### config.mk
export PLATFORM = sky130hd
export DESIGN_NAME = uart_rx
export DESIGN_NICKNAME = d
export VERILOG_FILES = /design/src/rtl/uart_rx.sv
export SDC_FILE = /design/constraint.sdc
export NUM_CORES = 1
export LEC_CHECK = 0
export CAP_MARGIN = 10
export CORE_ASPECT_RATIO = 1.5
export CORE_MARGIN = 2
export CORE_UTILIZATION = 35
export CTS_CLUSTER_SIZE = 12
export DETAILED_ROUTE_END_ITERATION = 7
export PLACE_DENSITY = 0.6
export REMOVE_ABC_BUFFERS = 1
export SETUP_SLACK_MARGIN = 0.02
export SYNTH_ARGS = -nofsm -noshare
export SYNTH_HDL_FRONTEND = slang
export SYNTH_SLANG_ARGS = --single-unit
### constraint.sdc
create_clock -name clk -period 1.8 [get_ports clk]
set_input_delay 0.18 -clock clk [delete_from_list [all_inputs] [get_ports clk]]
set_output_delay 0.18 -clock clk [all_outputs]
set_load 0.05 [all_outputs]
### src/rtl/uart_rx.sv
// UART receiver: 2-flop synchronizer, mid-bit sampling, optional parity; rx_valid 1 cycle after stop sample.
// Backpressure: a held frame waits for rx_ready; a frame completing while one is still held is dropped with rx_overrun.
module uart_rx #(
  parameter int BAUD_DIV   = 16,
  parameter int DATA_BITS  = 8,
  parameter int PARITY_EN  = 0,
  parameter int PARITY_ODD = 0
) (
  input  logic                 clk,
  input  logic                 rst_n,
  input  logic                 rx,
  output logic [DATA_BITS-1:0] rx_data,
  output logic                 rx_valid,
  input  logic                 rx_ready,
  output logic                 rx_parity_err,
  output logic                 rx_frame_err,
  output logic                 rx_overrun,
  output logic                 rx_busy
);

  localparam int CW = $clog2(BAUD_DIV);
  localparam int BW = $clog2(DATA_BITS + 1);
  localparam logic [CW-1:0] HALF_LOAD = CW'(BAUD_DIV / 2 - 1);
  localparam logic [CW-1:0] FULL_LOAD = CW'(BAUD_DIV - 1);
  localparam logic [BW-1:0] LAST_BIT  = BW'(DATA_BITS - 1);
  localparam logic          POLARITY  = (PARITY_ODD != 0);

  typedef enum logic [2:0] {
    IDLE, START, DATA, PARITY, STOP, BRK_WAIT
  } state_t;

  state_t               state;
  logic                 rx_q, rx_s;
  logic [CW-1:0]        cnt;
  logic [BW-1:0]        bitcnt;
  logic [DATA_BITS-1:0] shreg;
  logic                 perr, ferr, done;

  always_ff @(posedge clk) begin
    if (!rst_n) begin
      rx_q          <= 1'b1;
      rx_s          <= 1'b1;
      state         <= IDLE;
      cnt           <= '0;
      bitcnt        <= '0;
      shreg         <= '0;
      perr          <= 1'b0;
      ferr          <= 1'b0;
      done          <= 1'b0;
      rx_data       <= '0;
      rx_valid      <= 1'b0;
      rx_parity_err <= 1'b0;
      rx_frame_err  <= 1'b0;
      rx_overrun    <= 1'b0;
      rx_busy       <= 1'b0;
    end else begin
      rx_q       <= rx;
      rx_s       <= rx_q;
      done       <= 1'b0;
      rx_overrun <= 1'b0;

      case (state)
        IDLE: begin
          if (!rx_s) begin
            cnt     <= HALF_LOAD;
            state   <= START;
            rx_busy <= 1'b1;
          end
        end
        START: begin
          if (cnt != '0) begin
            cnt <= cnt - 1'b1;
          end else if (rx_s) begin
            state   <= IDLE;
            rx_busy <= 1'b0;
          end else begin
            cnt    <= FULL_LOAD;
            bitcnt <= '0;
            perr   <= 1'b0;
            state  <= DATA;
          end
        end
        DATA: begin
          if (cnt != '0) begin
            cnt <= cnt - 1'b1;
          end else begin
            shreg  <= {rx_s, shreg[DATA_BITS-1:1]};
            bitcnt <= bitcnt + 1'b1;
            cnt    <= FULL_LOAD;
            if (bitcnt == LAST_BIT)
              state <= (PARITY_EN != 0) ? PARITY : STOP;
          end
        end
        PARITY: begin
          if (cnt != '0) begin
            cnt <= cnt - 1'b1;
          end else begin
            perr  <= ^shreg ^ rx_s ^ POLARITY;
            cnt   <= FULL_LOAD;
            state <= STOP;
          end
        end
        STOP: begin
          if (cnt != '0) begin
            cnt <= cnt - 1'b1;
          end else begin
            ferr <= ~rx_s;
            done <= 1'b1;
            if (rx_s) begin
              state   <= IDLE;
              rx_busy <= 1'b0;
            end else begin
              state <= BRK_WAIT;
            end
          end
        end
        BRK_WAIT: begin
          // a line held low after a bad stop bit must not look like a new start bit
          if (rx_s) begin
            state   <= IDLE;
            rx_busy <= 1'b0;
          end
        end
        default: begin
          state   <= IDLE;
          rx_busy <= 1'b0;
        end
      endcase

      // completion and handshake may coincide: the new frame replaces the accepted one
      if (done) begin
        if (!rx_valid || rx_ready) begin
          rx_data       <= shreg;
          rx_parity_err <= perr;
          rx_frame_err  <= ferr;
          rx_valid      <= 1'b1;
        end else begin
          rx_overrun <= 1'b1;
        end
      end else if (rx_ready) begin
        rx_valid <= 1'b0;
      end
    end
  end

endmodule

==> reports/summary.txt, run 1 <==
Clock share of power: 34.4%
Standard-cell row count: 30
Max-cap violations: 0
Net switching power: 0.000423 W
Min cycle time layout: 1.63 ns
Number of failing setup endpoints in the final timing report: 0
Biggest area contributors in the synthesized netlist: sky130_fd_sc_hd__dfxtp_1, sky130_fd_sc_hd__mux2i_1, sky130_fd_sc_hd__nor2_1, sky130_fd_sc_hd__a21oi_1, sky130_fd_sc_hd__xor2_1
Number of buffer and inverter instances along the worst setup path: 1
Switching part of the total power: 26.1%
Worst min-delay path class: register to register
Run status: finished, final reports clean
DRC violation total after the first TritonRoute iteration: 45
Transition at the pin with the smallest max-transition slack: 0.504 ns
Cell variety after synth: 46
Antenna fix cells: 0
Wire length of the first global-routing pass: 5400 um
Cell count after synthesis: 180
Critical path fanouts, max: 3
Peak supply drop: 0.296 mV
Most numerous cell types in the synthesized netlist: sky130_fd_sc_hd__dfxtp_1, sky130_fd_sc_hd__nor2_1, sky130_fd_sc_hd__a21oi_1
Remaining max-slew budget at the tightest pin: 66.4%
Area inside the core boundary: 4580 um2
Ports placed on the boundary: 17
Most used DFF post-synth: sky130_fd_sc_hd__dfxtp_1
Remaining global-route overflow: 0
Cts-stage hold buffer count: 0
Depth of the CTS H-tree: 2
Sequence of cells on the critical path: clkdlybuf4s50_1
Data arrival time of the critical path: 1.45 ns
Global placer's final weighted congestion: 0.815
Async SR Flop Fraction: 0%
Num Clock Sinks: 37
Period utilization: 90.7%
Via/cell ratio: 4.84
Worst stage delay on the critical path: 0.81 ns
Mux share of post-synthesis cell area: 6.59%
Xor and xnor fraction of the mapped netlist area: 6.06%
Number of nets in the final layout: 209
Setup TNS: 0 ns
Share of power burned in registers: 52.7%
Horizontal extent of the die: 60.4 um
Number of global-route vias before repair: 1160
Total power divided by cell area: 800 nW/um2
Nature of the critical path endpoint: output port
Overall die area: 5360 um2
Clock Tree Root: sky130_fd_sc_hd__clkbuf_8
Worst reg2reg path endpoint: cnt[3]
Final max-slew violation count: 0
Worst flop-to-flop path startpoint: cnt[0]
Post-synthesis simple-gate area fraction: 20.4%
Synthesis warning total: 0
Maximum number of pins on one net before global-route repair: 18
Number of cells on the worst hold path: 1
Unrepaired setup endpoints after global routing: false
Leakage power: 0.806 nW
Part of the total power dissipated in combinational logic: 12.9%
Clock tree from TritonCTS: done
Class of the most critical setup path: register to output port
Clock-pin slew reported for the worst setup and hold paths after clock tree synthesis: 0.07 ns
Antenna violations before repair: 0
Via Count: 1297
Number of remaining DRC errors: 0
Area fraction of the dominant cell type after synthesis: 44.3%
Effective utilization at floorplan: 36.5%
Routed wire length: 3080 um
Clock skew: 0.00870 ns
Sequential area share after synthesis: 44.3%
Compound-gate portion of the synthesized area: 16.5%
Share of cells above drive strength 1: 12.7%
Most instantiated library cell after synthesis: sky130_fd_sc_hd__dfxtp_1
Worst-case reg-to-reg path depth: 7
Required time of the critical path: 1.62 ns
WL per Instance: 11.5 um
Detailed-routing iteration count for the pre-antenna-repair pass: 4
Count of buffers from port buffering: 16
Main combinational cell family by area after synthesis: simple AND/OR/NAND/NOR gates
Startpoint of the worst hold path: rx_q
Total global routing track utilization: 13.5%
Yosys reg bits: 37
Post-synth EDFFs: 0
Internal Power: 0.00120 W
Library cell contributing the largest single delay on the critical path: sky130_fd_sc_hd__clkdlybuf4s50_1
Setup slack, reg-to-reg: 0.17 ns
Die height: 88.6 um
Synth-to-Final Area Change: 21.3%
End-of-flow core utilization: 44.3%
Max clock buf depth: 2
Area of the mapped netlist: 1670 um2
Adder and majority gate portion of the synthesized area: 1.50%
Startpoint type of the worst setup path: register
Maximum clock frequency: 0.612 GHz
Family of cells with the greatest summed delay on the critical path: buffers and inverters
Final number of hold-violating endpoints: 0
Detail Route Antenna Nets: 0
Number of buffers inserted during clock tree synthesis: 5
Biggest area consumer among synthesized cells: sky130_fd_sc_hd__dfxtp_1
Total half-perimeter wirelength after legalization and detailed placement: 2210 um
Clock insertion delay at the later pin of the skew report: 0.29 ns
Worst Hold Endpoint: rx_s
Avg Cell Area, Syn: 9.29 um2
==> flip-flops by register name, summed over array words and instances, names as in the netlist <==
name	cells
rx_s	1
bitcnt	4
done	1
shreg	8
rx_data	8
state	3
rx_frame_err	1
rx_valid	1
rx_busy	1
ferr	1
rx_q	1
rx_overrun	1
perr	1
rx_parity_err	1
cnt	4
==> cell usage in the layout, fill, tap and decap left out, drive strengths merged, types with 2 or more instances in the layout <==
cell           synthesis  layout
nand2b                 4       4
nor3b                  2       2
clkdlybuf4s50          0      16
buf                    9      10
ha                     2       2
nand2                 12      12
xor2                   5       5
nor2                  20      20
and3                   3       3
a221oi                 2       2
clkinv                 0       2
clkbuf                 1       6
a21oi                 15      15
nand3                  8       8
dfxtp                 37      37
xnor2                  4       4
o21ai                  8       8
nor2b                  3       3
mux2i                 11      11
o211ai                 5       5
inv                    7       7
a211oi                 3       3
or2                    2       2
nor3                   3       3
==> power by group through the flow <==
stage | Combinational (W) | Clock [W] | Sequential, W
detailed placement | 0.000206 | 0 | 0.000875
floorplan | 0.000126 | 0 | 0.000880
global placement | 0.000204 | 0 | 0.000874
global route | 0.000236 | 0.000623 | 0.000858
CTS | 0.000206 | 0.000589 | 0.000856
finish | 0.000209 | 0.000557 | 0.000855
==> cells by family (layout without fill, tap and decap cells) <==
group | count (synthesis) | in the layout
mux | 11 | 11
fa+ha+maj | 2 | 2
xor+xnor | 10 | 10
compound gates | 40 | 40
buf+inv | 17 | 41
simple gates | 63 | 63
flops | 37 | 37
==> how the worst max path moves through the flow <==
stage / cells past startpoint / from / endpoint / slack (ns)
detailed placement: 6 / cnt[0] / bitcnt[1] / 0.17
finish: 1 / rx_busy / rx_busy / 0.17
CTS: 6 / cnt[0] / bitcnt[1] / 0.14
global placement: 7 / cnt[0] / cnt[3] / 0.21
global route: 7 / cnt[0] / cnt[3] / 0.03
floorplan: 6 / cnt[0] / bitcnt[1] / 0.07
==> timing repair <==
item,4_1_cts,5_1_grt
resized for setup,0,2
endpoints found under the setup margin,0,3
setup buffers,0,0
==> layout make-up <==
class / count / area, um2
inverter: 7 / 26.3
clock inverter: 2 / 10.0
timing repair buffer: 26 / 239
tap: 64 / 80.1
sequential: 37 / 741
fill: 490 / 2550
multi-input combinational: 126 / 858
clock buffer: 6 / 72.6
==> metal layers <==
metal	vias up	wire, um	share of wire [%]	GRT usage (%)
met2	13	1500	49	21.2
met3	7	72	2.3	3.51
li1	680	-	-	-
met1	597	1420	46	16.7
met4	0	85	2.8	7.11
met5	-	0	0	0
==> stage by stage <==
stage               instance area, um2  cells  setup slack [ns]  hold slack, ns  power [W]
floorplan                         1620    170            0.0652           0.253    0.00101
global placement                  1940    260             0.215           0.403    0.00108
detailed placement                1940    260             0.168           0.411    0.00108
CTS                               2020    268             0.140           0.430    0.00165
global route                      2030    268            0.0332           0.464    0.00172
finish                            2030    268             0.167           0.420    0.00162
No activity file was read; power rests on OpenSTA's default activity.
==> run 2, diff against run 1 <==
--- a/config.mk
+++ b/config.mk
@@ -8,10 +8,10 @@
 export CAP_MARGIN = 10
 export CORE_ASPECT_RATIO = 1.5
 export CORE_MARGIN = 2
-export CORE_UTILIZATION = 35
+export CORE_UTILIZATION = 59
 export CTS_CLUSTER_SIZE = 12
 export DETAILED_ROUTE_END_ITERATION = 7
-export PLACE_DENSITY = 0.6
+export PLACE_DENSITY = 0.88
 export REMOVE_ABC_BUFFERS = 1
 export SETUP_SLACK_MARGIN = 0.02
 export SYNTH_ARGS = -nofsm -noshare
==> constraint.sdc (replaced) <==
create_clock -name clk -period 1.9 [get_ports clk]
set_input_delay 0.19 -clock clk [delete_from_list [all_inputs] [get_ports clk]]
set_output_delay 0.19 -clock clk [all_outputs]
set_load 0.05 [all_outputs]
==> run 2 against run 1 <==
Clock skew fell by 0.0014 ns. Setup slack got worse by 0.084 ns. Final cell count fell by 11%. Largest cell class unchanged. Highest routed layer unchanged.
==> reports/summary.txt, run 2 (synthesized netlist as in run 1, its figures left out) <==
Detailed-routing iteration count for the pre-antenna-repair pass: 5 (+1)
Worst min-delay path class: register to register
Depth of the CTS H-tree: 2 (unchanged)
Total power divided by cell area: 858 nW/um2 (+7.3%)
Number of failing setup endpoints in the final timing report: 0 (unchanged)
Total half-perimeter wirelength after legalization and detailed placement: 2440 um (+10%)
Peak supply drop: 0.686 mV (+130%)
Total global routing track utilization: 25.8% (+12 points)
Ports placed on the boundary: 17 (unchanged)
Sequence of cells on the critical path: inv_1 -> ha_1 -> nor4b_4 -> nand2_1 -> o31ai_1 -> nor2_1
End-of-flow core utilization: 75.1% (+31 points)
Max-cap violations: 0 (unchanged)
Worst stage delay on the critical path: 0.42 ns (-0.39 ns)
Final max-slew violation count: 0 (unchanged)
Startpoint of the worst hold path: rx_q
Overall power of the completed layout: 0.00172 W (+6.3%)
Clock tree from TritonCTS: done
Horizontal extent of the die: 47.5 um (-21%)
Leakage power: 0.808 nW (+0.23%)
Minimum hold slack: 0.422 ns (+0.00203 ns)
Data arrival time of the critical path: 1.98 ns (+0.53 ns)
Registers with the most flip-flops: rx_data x8, shreg x8
Clock skew: 0.00728 ns (-0.00142 ns)
Final number of hold-violating endpoints: 0 (unchanged)
Remaining max-slew budget at the tightest pin: 65.6% (-0.75 points)
Maximum clock frequency: 0.550 GHz
Number of buffer and inverter instances along the worst setup path: 1 (unchanged)
Detail Route Antenna Nets: 0 (unchanged)
WL per Instance: 15.0 um (+30%)
Overall die area: 3280 um2 (-39%)
Critical path origin: cnt[0]
Number of nets in the final layout: 206 (-1.4%)
Clock-pin slew reported for the worst setup and hold paths after clock tree synthesis: 0.07 ns (about the same)
Clock Tree Root: sky130_fd_sc_hd__clkbuf_8
Number of remaining DRC errors: 0 (unchanged)
Cts-stage hold buffer count: 0 (unchanged)
Wire length of the first global-routing pass: 6150 um (+14%)
Effective utilization at floorplan: 62.5% (+26 points)
Area inside the core boundary: 2680 um2 (-42%)
Routed wire length: 3560 um (+16%)
Via Count: 1372 (+5.8%)
Startpoint type of the worst setup path: register
Period utilization: 95.7%
Critical path fanouts, max: 5 (+2)
Share of cells above drive strength 1: 11.4% (-1.3 points)
Family of cells with the greatest summed delay on the critical path: simple AND/OR/NAND/NOR gates
Class of the most critical setup path: register to register
Nature of the critical path endpoint: register
Die height: 69.2 um (-22%)
DRC violation total after the first TritonRoute iteration: 44 (-2.2%)
Transition at the pin with the smallest max-transition slack: 0.514 ns (+0.0103 ns)
Antenna violations before repair: 0 (unchanged)
Global placer's final weighted congestion: 0.815 (about the same)
Worst flop-to-flop path startpoint: cnt[0]
Top library cells by usage in the layout, fill and taps aside: sky130_fd_sc_hd__dfxtp_1, sky130_fd_sc_hd__nor2_1, sky130_fd_sc_hd__clkdlybuf4s50_1
Required time of the critical path: 2.06 ns (+0.44 ns)
Clock insertion delay at the later pin of the skew report: 0.29 ns (about the same)
Number of global-route vias before repair: 1397 (+20%)
Max clock buf depth: 2 (unchanged)
Number of buffers inserted during clock tree synthesis: 5 (unchanged)
Standard-cell row count: 23 (-23%)
Count of buffers from port buffering: 16 (unchanged)
Run status: finished, final reports clean
Synth-to-Final Area Change: 20.2%
Maximum number of pins on one net before global-route repair: 29 (+11)
Commonest non-fill, non-tap cell in the layout: sky130_fd_sc_hd__dfxtp_1
Min cycle time layout: 1.82 ns
Setup TNS: 0 ns (unchanged)
Remaining global-route overflow: 0 (unchanged)
Num Clock Sinks: 37 (unchanged)
Via/cell ratio: 5.76 (+19%)
Antenna fix cells: 0 (unchanged)
Library cell contributing the largest single delay on the critical path: sky130_fd_sc_hd__o31ai_1
[run 2: where the power goes]
group	switching (W)	leakage [nW]	internal, W
combinational	0.000113	0.449	0.0000999
sequential	0.0000215	0.300	0.000790
clock	0.000272	0.0585	0.000428
total	0.000407	0.808	0.00132
[run 2: area by class of cell]
| class | count | area (um2) |
|---|---|---|
| sequential | 37 | 742 |
| clock buffer | 7 | 86.3 |
| tap | 37 | 46.3 |
| multi-input combinational | 126 | 853 |
| timing repair buffer | 23 | 225 |
| fill | 193 | 667 |
| clock inverter | 1 | 30.0 |
| inverter | 7 | 26.3 |
[run 2: final timing paths]
path                                   to  slack [ns]  depth (start not counted)
worst max register to register  bitcnt[1]        0.08                          6
worst max-delay path            bitcnt[1]        0.08                          6
worst min register to register       rx_s        0.42                          1
worst min-delay path                 rx_s        0.42                          1
[run 2: what timing repair did]
| action | CTS | global route |
|---|---|---|
| endpoints found under the hold margin | 0 | 0 |
| resized for setup | 0 | 1 |
| setup buffers | 0 | 2 |
| endpoints found under the setup margin | 0 | 6 |
[run 2: metrics by stage]
stage,instance area [um2],std cells,setup slack (ns)
4_1_cts,1980,236,0.117
6_report,2010,238,0.0826
5_1_grt,2010,238,-0.00563
3_5_place_dp,1860,228,0.140
2_1_floorplan,1620,170,0.165
3_3_place_gp,1860,228,0.256
[run 2: layer usage]
layer | part of all wire [%] | up-vias | wire length, um | GRT usage [%]
met5 | 0 | - | 0 | 0
met4 | 3.8 | 0 | 136 | 14.5
met3 | 4.4 | 15 | 157 | 5.73
met2 | 54 | 46 | 1920 | 42.0
met1 | 38 | 639 | 1340 | 28.7
li1 | - | 672 | - | -
==> run 3, diff against run 2 <==
--- a/config.mk
+++ b/config.mk
@@ -11,6 +11,8 @@
 export CORE_UTILIZATION = 59
 export CTS_CLUSTER_SIZE = 12
 export DETAILED_ROUTE_END_ITERATION = 7
+export GPL_ROUTABILITY_DRIVEN = 0
+export MAX_ROUTING_LAYER = met4
 export PLACE_DENSITY = 0.88
 export REMOVE_ABC_BUFFERS = 1
 export SETUP_SLACK_MARGIN = 0.02
==> run 3 against run 2 <==
Sequential power is essentially flat. Clock skew decreased by 0.0012 ns. First-iteration DRC count is 2.3% higher. Wire length down 0.17%. Critical path depth is the same. Power is 0.19% lower. Count of clock-buffer cells in the layout unchanged. Setup slack improved by 0.014 ns. Core utilization unchanged. Sequential cell count did not move. Highest routed layer unchanged.
==> reports/summary.txt, run 3 (synthesized netlist as in run 1, its figures left out) <==
Overall die area: 3280 um2 (unchanged)
Ports placed on the boundary: 17 (unchanged)
Remaining max-slew budget at the tightest pin: 65.6% (about the same)
Worst-case setup slack after placement: 0.140 ns (unchanged)
Routed wire length: 3550 um (-0.17%)
Final max-slew violation count: 0 (unchanged)
Nature of the critical path endpoint: register
Die height: 69.2 um (unchanged)
Detailed-routing iteration count for the pre-antenna-repair pass: 4 (-1)
Max-cap violations: 0 (unchanged)
Share of cells above drive strength 1: 11.4% (unchanged)
Number of buffers inserted during clock tree synthesis: 5 (unchanged)
Minimum hold slack: 0.422 ns (-0.000471 ns)
Clock skew: 0.00613 ns (-0.00115 ns)
Transition at the pin with the smallest max-transition slack: 0.514 ns (-0.000666 ns)
Maximum number of pins on one net before global-route repair: 29 (unchanged)
Horizontal extent of the die: 47.5 um (unchanged)
WL per Instance: 14.9 um (-0.17%)
Final number of hold-violating endpoints: 0 (unchanged)
Min cycle time layout: 1.80 ns (-0.0145 ns)
Number of nets in the final layout: 206 (unchanged)
DRC violation total after the first TritonRoute iteration: 45 (+2.3%)
Depth of the CTS H-tree: 2 (unchanged)
Number of remaining DRC errors: 0 (unchanged)
Effective utilization at floorplan: 62.5% (unchanged)
Maximum clock frequency: 0.555 GHz (+0.80%)
Total power divided by cell area: 857 nW/um2 (-0.19%)
Total global routing track utilization: 26.2% (+0.40 points)
Antenna violations before repair: 0 (unchanged)
Standard-cell row count: 23 (unchanged)
Count of buffers from port buffering: 16 (unchanged)
Setup slack, reg-to-reg: 0.1 ns (about the same)
Detail Route Antenna Nets: 0 (unchanged)
Run status: finished, final reports clean
Antenna fix cells: 0 (unchanged)
Synth-to-Final Area Change: 20.2% (unchanged)
Wire length of the first global-routing pass: 6130 um (-0.21%)
Top library cells by usage in the layout, fill and taps aside: sky130_fd_sc_hd__dfxtp_1, sky130_fd_sc_hd__nor2_1, sky130_fd_sc_hd__clkdlybuf4s50_1
Clock-pin slew reported for the worst setup and hold paths after clock tree synthesis: 0.07 ns (about the same)
Critical path fanouts, max: 5 (unchanged)
Remaining global-route overflow: 0 (unchanged)
Cts-stage hold buffer count: 0 (unchanged)
Num Clock Sinks: 37 (unchanged)
Peak supply drop: 0.686 mV (about the same)
Required time of the critical path: 2.06 ns (about the same)
Leakage power: 0.808 nW (unchanged)
Startpoint type of the worst setup path: register
Via/cell ratio: 5.76 (-0.15%)
Post-route worst setup slack: 0.0971 ns (+0.0145 ns)
Number of failing setup endpoints in the final timing report: 0 (unchanged)
Max clock buf depth: 2 (unchanged)
Clock insertion delay at the later pin of the skew report: 0.29 ns (about the same)
Period utilization: 94.9% (-0.76 points)
Area inside the core boundary: 2680 um2 (unchanged)
Number of global-route vias before repair: 1389 (-0.57%)
Clock Tree Root: sky130_fd_sc_hd__clkbuf_8
Clock tree from TritonCTS: done
Total half-perimeter wirelength after legalization and detailed placement: 2440 um (unchanged)
Registers with the most flip-flops: rx_data x8, shreg x8
Worst min-delay path class: register to register
Via Count: 1370 (-0.15%)
Class of the most critical setup path: register to register
Commonest non-fill, non-tap cell in the layout: sky130_fd_sc_hd__dfxtp_1
Data arrival time of the critical path: 1.96 ns (-0.02 ns)
## run 3: cell counts in the layout (fill, tap and decap cells not counted)
No cell type changed its count.
## run 3: layout make-up
cell class	count	area, um2
Sequential cell	37	742
Multi-Input combinational cell	126	853
Timing Repair Buffer	23	225
Tap cell	37	46.3
Clock inverter	1	30.0
Fill cell	193	667
Inverter	7	26.3
Clock buffer	7	86.3
## run 3: critical path, cell delays in order (launching register included)
cell,delay (ns)
sky130_fd_sc_hd__dfxtp_1,0.33
sky130_fd_sc_hd__inv_1,0.09
sky130_fd_sc_hd__ha_1,0.24
sky130_fd_sc_hd__nor4b_4,0.33
sky130_fd_sc_hd__nand2_1,0.15
sky130_fd_sc_hd__o31ai_1,0.42
sky130_fd_sc_hd__nor2_1,0.12
## run 3: timing repair
item,4_1_cts,5_1_grt
setup endpoints to repair,0,6
setup buffers,0,2
resized for setup,0,1
## run 3: worst paths after layout
check / from / cells past startpoint / to
hold / removal: rx_q / 1 / rx_s
setup / recovery: cnt[0] / 6 / bitcnt[1]
setup reg to reg: cnt[0] / 6 / bitcnt[1]
hold reg to reg: rx_q / 1 / rx_s
## run 3: layer usage
metal	GRT usage (%)	routed length, um	up-vias
li1	-	-	671
met1	28.7	1360	644
met2	41.9	1960	49
met3	7.29	146	6
met4	11.4	83	0
met5	-	0	-
## run 3: power breakdown
| group | internal (W) | total, W | switching (W) |
|---|---|---|---|
| sequential | 0.000790 | 0.000812 | 0.0000216 |
| combinational | 0.0000999 | 0.000213 | 0.000113 |
| clock | 0.000428 | 0.000697 | 0.000269 |
## run 3: stage by stage
stage               std cells  cell area, um2  utilization [%]  TNS (ns)  total power [W]
floorplan                 170            1620                -         0         0.000953
global placement          228            1860             69.7         0         0.000996
detailed placement        228            1860             69.7         0          0.00101
CTS                       236            1980             74.0         0          0.00170
global route              238            2010             75.1  -0.00577          0.00179
finish                    238            2010             75.1         0          0.00172
